### config.mk
export PLATFORM = sky130hd
export DESIGN_NAME = badge_led_engine_flat
export DESIGN_NICKNAME = d
export VERILOG_FILES = /design/src/rtl/badge_led_engine_if.sv /design/src/rtl/badge_led_engine.sv /design/src/flat_wrapper.sv
export SDC_FILE = /design/constraint.sdc
export NUM_CORES = 1
export LEC_CHECK = 0
export ABC_CLOCK_PERIOD_IN_PS = 2500
export CAP_MARGIN = 10
export CORE_ASPECT_RATIO = 1.1
export CORE_MARGIN = 4
export CORE_UTILIZATION = 52
export DETAILED_ROUTE_END_ITERATION = 8
export PLACE_DENSITY_LB_ADDON = 0.25
export SYNTH_ARGS = -nofsm -noshare
export SYNTH_HDL_FRONTEND = slang
export SYNTH_SLANG_ARGS = --single-unit
### constraint.sdc
create_clock -name clk -period 2.5 [get_ports clk]
set_input_delay 0.25 -clock clk [delete_from_list [all_inputs] [get_ports clk]]
set_output_delay 0.25 -clock clk [all_outputs]
set_load 0.02 [all_outputs]
### src/rtl/badge_led_engine_if.sv
// Command byte channel from the UART receiver into the LED engine.
interface badge_led_engine_if;
  logic       rx_valid;
  logic [7:0] rx_data;

  modport master (output rx_valid, output rx_data);
  modport slave  (input  rx_valid, input  rx_data);
endinterface

### src/rtl/badge_led_engine.sv
// Badge LED engine: rotating pattern, PWM dimming, per-cat alive mask and a
// single-byte command decoder.
module badge_led_engine #(
  parameter int               N_LED        = 8,
  parameter int               PWM_BITS     = 3,
  parameter int               DUTY_INIT    = 1,
  parameter int               ROT_PERIOD   = 2_400_000,
  parameter logic [N_LED-1:0] PATTERN_INIT = 'b101
) (
  input  logic                 clk,
  input  logic                 reset,
  badge_led_engine_if.slave    rx,
  output logic [N_LED-1:0]     led,
  output logic [N_LED-1:0]     cat_status,
  output logic [PWM_BITS:0]    duty,
  output logic                 paused,
  output logic                 cmd_err
);

  localparam int                RW       = (ROT_PERIOD > 2) ? $clog2(ROT_PERIOD) : 1;
  localparam logic [RW-1:0]     ROT_LAST = RW'(ROT_PERIOD - 1);
  localparam int                DMAX_I   = 1 << PWM_BITS;
  localparam logic [PWM_BITS:0] DUTY_MAX = DMAX_I[PWM_BITS:0];
  localparam logic [PWM_BITS:0] DUTY_RST = DUTY_INIT[PWM_BITS:0];

  logic [PWM_BITS-1:0] pwm_cnt;
  logic [RW-1:0]       rot_cnt;
  logic [N_LED-1:0]    pattern;
  logic                dir;

  logic                pwm_on, rot_tick;
  logic [N_LED-1:0]    rot_l, rot_r;
  logic [N_LED-1:0]    kill_hit, revive_hit, cat_next;
  logic                is_inc, is_dec, is_tog, is_left, is_right, is_all, is_bad;

  assign pwm_on   = ({1'b0, pwm_cnt} < duty);
  assign rot_tick = !paused && (rot_cnt == ROT_LAST);

  if (N_LED == 1) begin : g_rot1
    assign rot_l = pattern;
    assign rot_r = pattern;
  end else begin : g_rotn
    assign rot_l = {pattern[N_LED-2:0], pattern[N_LED-1]};
    assign rot_r = {pattern[0], pattern[N_LED-1:1]};
  end

  // Per-lane decode: 'A'+i kills cat i, 'a'+i revives it; '!' revives all.
  for (genvar i = 0; i < N_LED; i++) begin : g_lane
    localparam logic [7:0] KILL_CH   = 8'(65 + i);
    localparam logic [7:0] REVIVE_CH = 8'(97 + i);
    assign kill_hit[i]   = rx.rx_valid && (rx.rx_data == KILL_CH);
    assign revive_hit[i] = rx.rx_valid && (rx.rx_data == REVIVE_CH);
    assign cat_next[i]   = is_all | revive_hit[i] | (cat_status[i] & ~kill_hit[i]);
  end

  always_comb begin
    is_inc   = rx.rx_valid && (rx.rx_data == 8'h2B);
    is_dec   = rx.rx_valid && (rx.rx_data == 8'h2D);
    is_tog   = rx.rx_valid && (rx.rx_data == 8'h2E);
    is_left  = rx.rx_valid && (rx.rx_data == 8'h3C);
    is_right = rx.rx_valid && (rx.rx_data == 8'h3E);
    is_all   = rx.rx_valid && (rx.rx_data == 8'h21);
    is_bad   = rx.rx_valid && !(|kill_hit || |revive_hit || is_inc || is_dec ||
                                is_tog || is_left || is_right || is_all);
  end

  // Tick and command are applied independently on the same edge; a pause
  // toggle only gates rotation from the following cycle.
  always_ff @(posedge clk or posedge reset) begin
    if (reset) begin
      pwm_cnt    <= '0;
      rot_cnt    <= '0;
      pattern    <= PATTERN_INIT;
      cat_status <= '1;
      duty       <= DUTY_RST;
      paused     <= 1'b0;
      dir        <= 1'b0;
      cmd_err    <= 1'b0;
      led        <= '0;
    end else begin
      pwm_cnt <= pwm_cnt + 1'b1;
      if (!paused) rot_cnt <= rot_tick ? '0 : rot_cnt + 1'b1;
      if (rot_tick) pattern <= dir ? rot_r : rot_l;
      cat_status <= cat_next;
      if (is_inc && duty != DUTY_MAX) duty <= duty + 1'b1;
      if (is_dec && duty != '0)       duty <= duty - 1'b1;
      if (is_tog)   paused <= ~paused;
      if (is_left)  dir    <= 1'b0;
      if (is_right) dir    <= 1'b1;
      cmd_err <= is_bad;
      // Dead cats stay lit regardless of pattern or PWM phase.
      led <= (pattern & cat_status & {N_LED{pwm_on}}) | ~cat_status;
    end
  end

endmodule

### src/flat_wrapper.sv
// flat-port wrapper written by rule: the top's interface ports become plain ports
module badge_led_engine_flat 
#(
  parameter int               N_LED        = 8,
  parameter int               PWM_BITS     = 3,
  parameter int               DUTY_INIT    = 1,
  parameter int               ROT_PERIOD   = 2_400_000,
  parameter logic [N_LED-1:0] PATTERN_INIT = 'b101
)
  (clk, reset, led, cat_status, duty, paused, cmd_err, rx_rx_valid, rx_rx_data);
  badge_led_engine_if rx_i ();
  input  logic clk;
  input  logic reset;
  output logic [N_LED-1:0] led;
  output logic [N_LED-1:0] cat_status;
  output logic [PWM_BITS:0] duty;
  output logic paused;
  output logic cmd_err;
  input wire logic [$bits(rx_i.rx_valid)-1:0] rx_rx_valid;
  input wire logic [$bits(rx_i.rx_data)-1:0] rx_rx_data;
  assign rx_i.rx_valid = rx_rx_valid;
  assign rx_i.rx_data = rx_rx_data;
  badge_led_engine #(.N_LED(N_LED), .PWM_BITS(PWM_BITS), .DUTY_INIT(DUTY_INIT), .ROT_PERIOD(ROT_PERIOD), .PATTERN_INIT(PATTERN_INIT)) u_core (.clk(clk), .reset(reset), .rx(rx_i), .led(led), .cat_status(cat_status), .duty(duty), .paused(paused), .cmd_err(cmd_err));
endmodule
==> results of run 1 <==
cell usage in the layout, fill, tap and decap left out, types with 2 or more instances in the layout:
| cell | instances |
|---|---|
| dlymetal6s2s_1 | 3 |
| and4_1 | 2 |
| nor4b_1 | 3 |
| a21oi_2 | 4 |
| nor4_1 | 2 |
| mux2i_1 | 13 |
| nand3_1 | 18 |
| ha_1 | 5 |
| xor2_1 | 7 |
| dfstp_2 | 11 |
| a21oi_1 | 11 |
| buf_12 | 2 |
| nand4_1 | 4 |
| or2_2 | 3 |
| nand3b_1 | 3 |
| clkdlybuf4s50_1 | 29 |
| nand2_1 | 40 |
| buf_4 | 18 |
| nor2_2 | 2 |
| inv_1 | 4 |
| o22a_1 | 2 |
| clkbuf_8 | 6 |
| nand2b_1 | 4 |
| dfrtp_1 | 45 |
| o21ai_0 | 15 |
| xnor2_1 | 15 |
| or3_4 | 2 |
| nor2_1 | 24 |
| nor3_1 | 9 |
| a21o_1 | 2 |
| or3_1 | 2 |
| or4b_1 | 2 |
metal layers:
layer  wire [um]  vias up  part of all wire, %
met1        2540     1019                   46
met4         138        0                  2.5
met3         145       12                  2.6
li1            -     1079                    -
met5           0        -                    0
met2        2690       36                   49
cells by family after synthesis:
family	Yosys count	share of synthesized area [%]
and+or+nand+nor	131	24.3
DFF	56	50.0
AOI/OAI and AO/OA	37	7.60
xor gates and xnor gates	22	6.81
buffers and inverters	18	2.92
muxes	14	4.99
adders and majority gates	7	3.36
metrics by stage:
stage               cell area [um2]  util, %  std cells  power (W)  setup TNS, ns
floorplan                      2840        -        285    0.00144              0
global placement               3350     65.2        395    0.00163         -0.726
detailed placement             3350     65.2        395    0.00165         -0.874
CTS                            3460     67.4        403    0.00216              0
global route                   3500     68.1        405    0.00228        -0.0553
finish                         3500     68.1        405    0.00214              0
sequential cells by signal, summed over array words and instances, names as in the netlist:
| register | count |
|---|---|
| u_core.paused | 1 |
| u_core.pattern | 8 |
| u_core.rot_cnt | 22 |
| u_core.pwm_cnt | 3 |
| u_core.dir | 1 |
| u_core.duty | 4 |
| u_core.cmd_err | 1 |
| u_core.led | 8 |
| u_core.cat_status | 8 |
final cells by class:
| class | instances | area, um2 | share of cell area, % |
|---|---|---|---|
| inverters | 6 | 25.0 | 0.716 |
| well taps | 72 | 90.1 | 2.58 |
| repair buffers | 52 | 503 | 14.4 |
| clock inverters | 2 | 13.8 | 0.394 |
| flip-flops and latches | 56 | 1420 | 40.5 |
| clock buffers | 6 | 82.6 | 2.36 |
| multi-input cells | 211 | 1370 | 39.1 |
report_power, final:
part           internal (W)  switching [W]
Sequential          0.00104       0.000103
Combinational      0.000249       0.000242
Clock              0.000227       0.000279
how the worst max path moves through the flow:
stage                  start             end  cells past startpoint
2_1_floorplan  rx_rx_data[4]  u_core.duty[3]                      9
4_1_cts        rx_rx_data[4]  u_core.duty[3]                     10
3_3_place_gp   rx_rx_data[4]  u_core.duty[3]                     10
6_report       rx_rx_data[4]  u_core.duty[2]                      9
3_5_place_dp   rx_rx_data[4]  u_core.duty[3]                     10
5_1_grt          rx_rx_valid  u_core.duty[3]                     11
repair_timing:
action                     CTS  global route
gates resized for setup      3             7
setup endpoints to repair    1             1
buffers inserted             0             2
pin swaps                    0             3
hold endpoints to repair     0             0
==> flow_metrics.tcl, run 1 <==
set metrics [dict create \
    grt_max_degree 30 \
    grt_use_met1_pct 24.5 \
    cts.htree.levels 2 \
    outcome "complete, no violations" \
    ff2ff_setup_slack_ns 0.31 \
    gp_congestion 0.795 \
    cp_common_cell "buf_4" \
    clock_path_buffers 2 \
    first_global_vias 2220 \
    cp.arrival_ns 2.66 \
    synth_area_leaders "dfrtp_1 40%, dfstp_2 10%, nand2_1 5.3%" \
    area_delta_synth_final_pct 23.5 \
    antenna_found_initial 0 \
    netlist-cell-type-count 46 \
    ys.flop_type "dfrtp_1" \
    use_met2_pct 30.1 \
    dp_slack_ns -0.501 \
    root_buffer "clkbuf_8" \
    clkSlewWorstSetupHoldPaths_ns 0.10 \
    worst_setup_path_start_kind "input pin" \
    drc 0 \
    crit_family "simple AND/OR/NAND/NOR gates" \
    antennaDiodeCount 0 \
    layout_setup_ws_ns 0.0593 \
    worst_hold_slack_ns 0.318 \
    drt-wirelength-per-cell_um 13.6 \
    grt_pass1_wl_um 10100 \
    syn-instance-count 285 \
    hold_buffers 0 \
    cp-end-kind "flip-flop" \
    cts_buffers 5 \
    wirelength_um 5510 \
    regToRegEndpoint "u_core.pattern[3]" \
    critPathBufInv 3 \
    p_per_area_nw_per_um2 611 \
    grt_busiest_layer "met2" \
    fin_crit_sh_pct 97.6 \
    synth_warnings 0 \
    required_ns 2.72 \
    grt.total_usage_pct 18.4 \
    first_pass_iters 4 \
    num_rows 27 \
    grt-ovfl-total 0 \
    hpwl_um 4110 \
    fmax_ghz 0.410 \
    syn-num-nets 303 \
    yosys.area.top_type "dfrtp_1" \
    die_h_um 85.4 \
    nets 350 \
    port_buffers 32 \
    first_iter_violations 101 \
    reg2reg_depth 6 \
    cts_sinks 56 \
    synth.avg_cell_area_um2 9.93 \
    postRouteAntennaNets 0 \
    ys_seq_elements 56 \
    tritoncts "done" \
    r2r-start "u_core.rot_cnt[13]" \
    ys_seq_area_share_pct 50.0 \
    critPathMaxFanout 4 \
    vias_per_cell 5.30 \
    cp_slowest_cell "or4b_4" \
    grtUsageMet3_pct 2.76 \
    synth_edf_count 0 \
    synth_top_area_share_pct 39.8 \
    finalCriticalPeriod_ns 2.44 \
    fillers 413 \
    maxCapViolCount 0 \
    cellLeakagePower_nw 1.51 \
    num_vias 2146 \
    finalHoldViolations 0 \
    initial_core_util_pct 55.1 \
    worst_path_largest_cell_delay_ns 0.51 \
    tightestPinTransition_ns 0.600 \
    slew_headroom_pct 59.4 \
    setup_viol 0 \
    finalMaxSlewViolations 0 \
    drive_gt1_share_pct 17.4 \
    netlist_top_cells_count "45 x dfrtp_1, 40 x nand2_1, 24 x nor2_1" \
    ir_worst_vdd_mv 0.382 \
    num_io_pins 33 \
    fp.coreArea_um2 5130 \
    clock-skew-final_ns 0.00905 \
    crit_chain "clkdlybuf4s50_1 -> or4b_4 -> or3_4 -> buf_4 -> buf_4 -> fa_1 -> xnor2_1 -> nand3_1 -> o21ai_0" \
    syn_area_um2 2830 \
    die_w_um 78.4 \
    die_area_um2 6690 \
    worst-setup-path-type "input pin to flip-flop" \
    min_path_type "input pin to asynchronous set/reset pin" \
    synthArstFlopShare_pct 100 \
    synth.most_common_cell "dfrtp_1" \
    clock_latency_ns 0.30 \
]
(Power assumes the default switching activity.)
==> run 2, diff against run 1 <==
--- a/config.mk
+++ b/config.mk
@@ -11,6 +11,7 @@
 export CORE_MARGIN = 4
 export CORE_UTILIZATION = 52
 export DETAILED_ROUTE_END_ITERATION = 8
+export GPL_ROUTABILITY_DRIVEN = 0
 export PLACE_DENSITY_LB_ADDON = 0.25
 export SYNTH_ARGS = -nofsm -noshare
 export SYNTH_HDL_FRONTEND = slang
==> results of run 2 <==
Final layout, timing and power as in run 1 (identical DEF).
==> run 3, diff against run 2 <==
--- a/config.mk
+++ b/config.mk
@@ -7,7 +7,6 @@
 export LEC_CHECK = 0
 export ABC_CLOCK_PERIOD_IN_PS = 2500
 export CAP_MARGIN = 10
-export CORE_ASPECT_RATIO = 1.1
 export CORE_MARGIN = 4
 export CORE_UTILIZATION = 52
 export DETAILED_ROUTE_END_ITERATION = 8
==> flow_metrics.tcl, run 3 (synthesis results as in run 1) <==
set metrics [dict create \
    antennaDiodeCount 0 \
    layout_common_cells "45 x dfrtp_1, 40 x nand2_1, 31 x clkdlybuf4s50_1" \
    cellLeakagePower_nw 1.51 \
    cts.htree.levels 2 \
    port_buffers 32 \
    clkSlewWorstSetupHoldPaths_ns 0.10 \
    ir_worst_vdd_mv 0.399 \
    p_seq_share_pct 50.2 \
    slew_headroom_pct 62.3 \
    cts_sinks 56 \
    clock_latency_ns 0.31 \
    fmax_ghz 0.411 \
    area_delta_synth_final_pct 23.7 \
    tightestPinTransition_ns 0.558 \
    worst-setup-path-type "input pin to flip-flop" \
    p_per_area_nw_per_um2 649 \
    antenna_found_initial 0 \
    post-place-cells 394 \
    hold_buffers 0 \
    first_iter_violations 83 \
    die_h_um 81.8 \
    fin_util_pct 67.3 \
    postRouteAntennaNets 0 \
    swShare_pct 27.8 \
    cts_buffers 5 \
    cp-end-kind "flip-flop" \
    worst_setup_path_start_kind "input pin" \
    drive_gt1_share_pct 17.1 \
    drt-wirelength-per-cell_um 13.7 \
    cp.arrival_ns 2.69 \
    required_ns 2.76 \
    maxCapViolCount 0 \
    ff2ff_setup_slack_ns 0.26 \
    p_switching_w 0.000631 \
    outcome "complete, no violations" \
    finalHoldViolations 0 \
    hpwl_um 4050 \
    final_common_cell "dfrtp_1" \
    power.share.clock_pct 28.2 \
    num_rows 26 \
    min_path_type "input pin to asynchronous set/reset pin" \
    num_io_pins 33 \
    p_comb_share_pct 21.6 \
    grt-ovfl-total 0 \
    fp.coreArea_um2 5200 \
    nets 350 \
    regMostFlops "u_core.rot_cnt" \
    internal_power_w 0.00164 \
    fin_crit_sh_pct 97.3 \
    tritoncts "done" \
    grt_pass1_wl_um 9480 \
    first_global_vias 2112 \
    root_buffer "clkbuf_8" \
    largest_register_ffs 22 \
    clock_path_buffers 2 \
    setup_viol 0 \
    grt.total_usage_pct 18.7 \
    die_w_um 81.8 \
    worst_hold_slack_ns 0.294 \
    finalCriticalPeriod_ns 2.43 \
    drc 0 \
    first_pass_iters 4 \
    clock-skew-final_ns 0.00480 \
    initial_core_util_pct 54.4 \
    die_area_um2 6690 \
    fin_cells 403 \
    wirelength_um 5530 \
    grt_max_degree 57 \
    critPathMaxFanout 4 \
    num_vias 2140 \
    finalMaxSlewViolations 0 \
    vias_per_cell 5.31 \
]
-- run 3: changes by cell type in the layout (fill, tap and decap cells not counted) --
cell / delta
buf_4: +1
clkinv_2: -1
bufinv_16: +1
clkdlybuf4s50_1: +2
a21oi_2: -1
inv_6: -1
a21oi_1: +1
dlymetal6s2s_1: -2
clkbuf_8: +1
buf_12: -1
-- run 3: worst paths after layout --
check                      depth (start not counted)                 start                    to
min reg2reg                                        1  u_core.cat_status[6]         u_core.led[6]
max                                               11           rx_rx_valid        u_core.duty[3]
max reg2reg                                        6    u_core.rot_cnt[13]     u_core.pattern[6]
min                                                3                 reset    u_core.rot_cnt[15]
max in group asynchronous                          3                 reset  u_core.cat_status[3]
min in group clk                                   5         rx_rx_data[0]  u_core.cat_status[3]
-- run 3: cell type report --
cell class / instances / area [um2]
fill: 414 / 1700
multi-input combinational: 211 / 1360
timing repair buffer: 52 / 485
inverter: 6 / 25.0
clock buffer: 7 / 96.3
sequential: 56 / 1420
clock inverter: 1 / 30.0
tap: 70 / 87.6
-- run 3: power by group through the flow --
| stage | Clock [W] | Sequential (W) | Combinational, W |
|---|---|---|---|
| after floorplan | 0 | 0.00120 | 0.000240 |
| after global placement | 0 | 0.00116 | 0.000475 |
| after detailed placement | 0 | 0.00116 | 0.000496 |
| after CTS | 0.000664 | 0.00114 | 0.000496 |
| after global routing | 0.000700 | 0.00116 | 0.000551 |
| final | 0.000642 | 0.00114 | 0.000490 |
-- run 3: per-layer routing --
metal	share of wire (%)	global-route usage, %
met5	0	0
met1	48	25.4
met3	3.7	3.51
met2	46	28.6
met4	2.3	9.63
-- run 3: per-stage QoR --
| step | worst slack, ns | setup TNS (ns) | power (W) | instance area [um2] |
|---|---|---|---|---|
| final | 0.0663 | 0 | 0.00227 | 3500 |
| after global routing | -0.0184 | -0.0184 | 0.00241 | 3500 |
| after CTS | 0.00184 | 0 | 0.00230 | 3470 |
| after detailed placement | -0.484 | -0.829 | 0.00165 | 3340 |
| after global placement | -0.438 | -0.717 | 0.00163 | 3340 |
| after floorplan | 0.00483 | 0 | 0.00144 | 2840 |
-- run 3: what timing repair did --
item,4_1_cts,5_1_grt
pin swaps,0,1
gates resized for setup,1,6
setup endpoints to repair,1,1
buffers inserted,0,1
-- run 3: worst max-delay path, stage by stage --
cell and delay (ns):
clkdlybuf4s50_1 0.48, nand2_1 0.08, or3_4 0.40, or3_4 0.41, inv_4 0.07, ha_4 0.19, a21oi_1 0.12, nand2_1 0.08
or3_1 0.32, a21oi_2 0.14, o22a_1 0.13
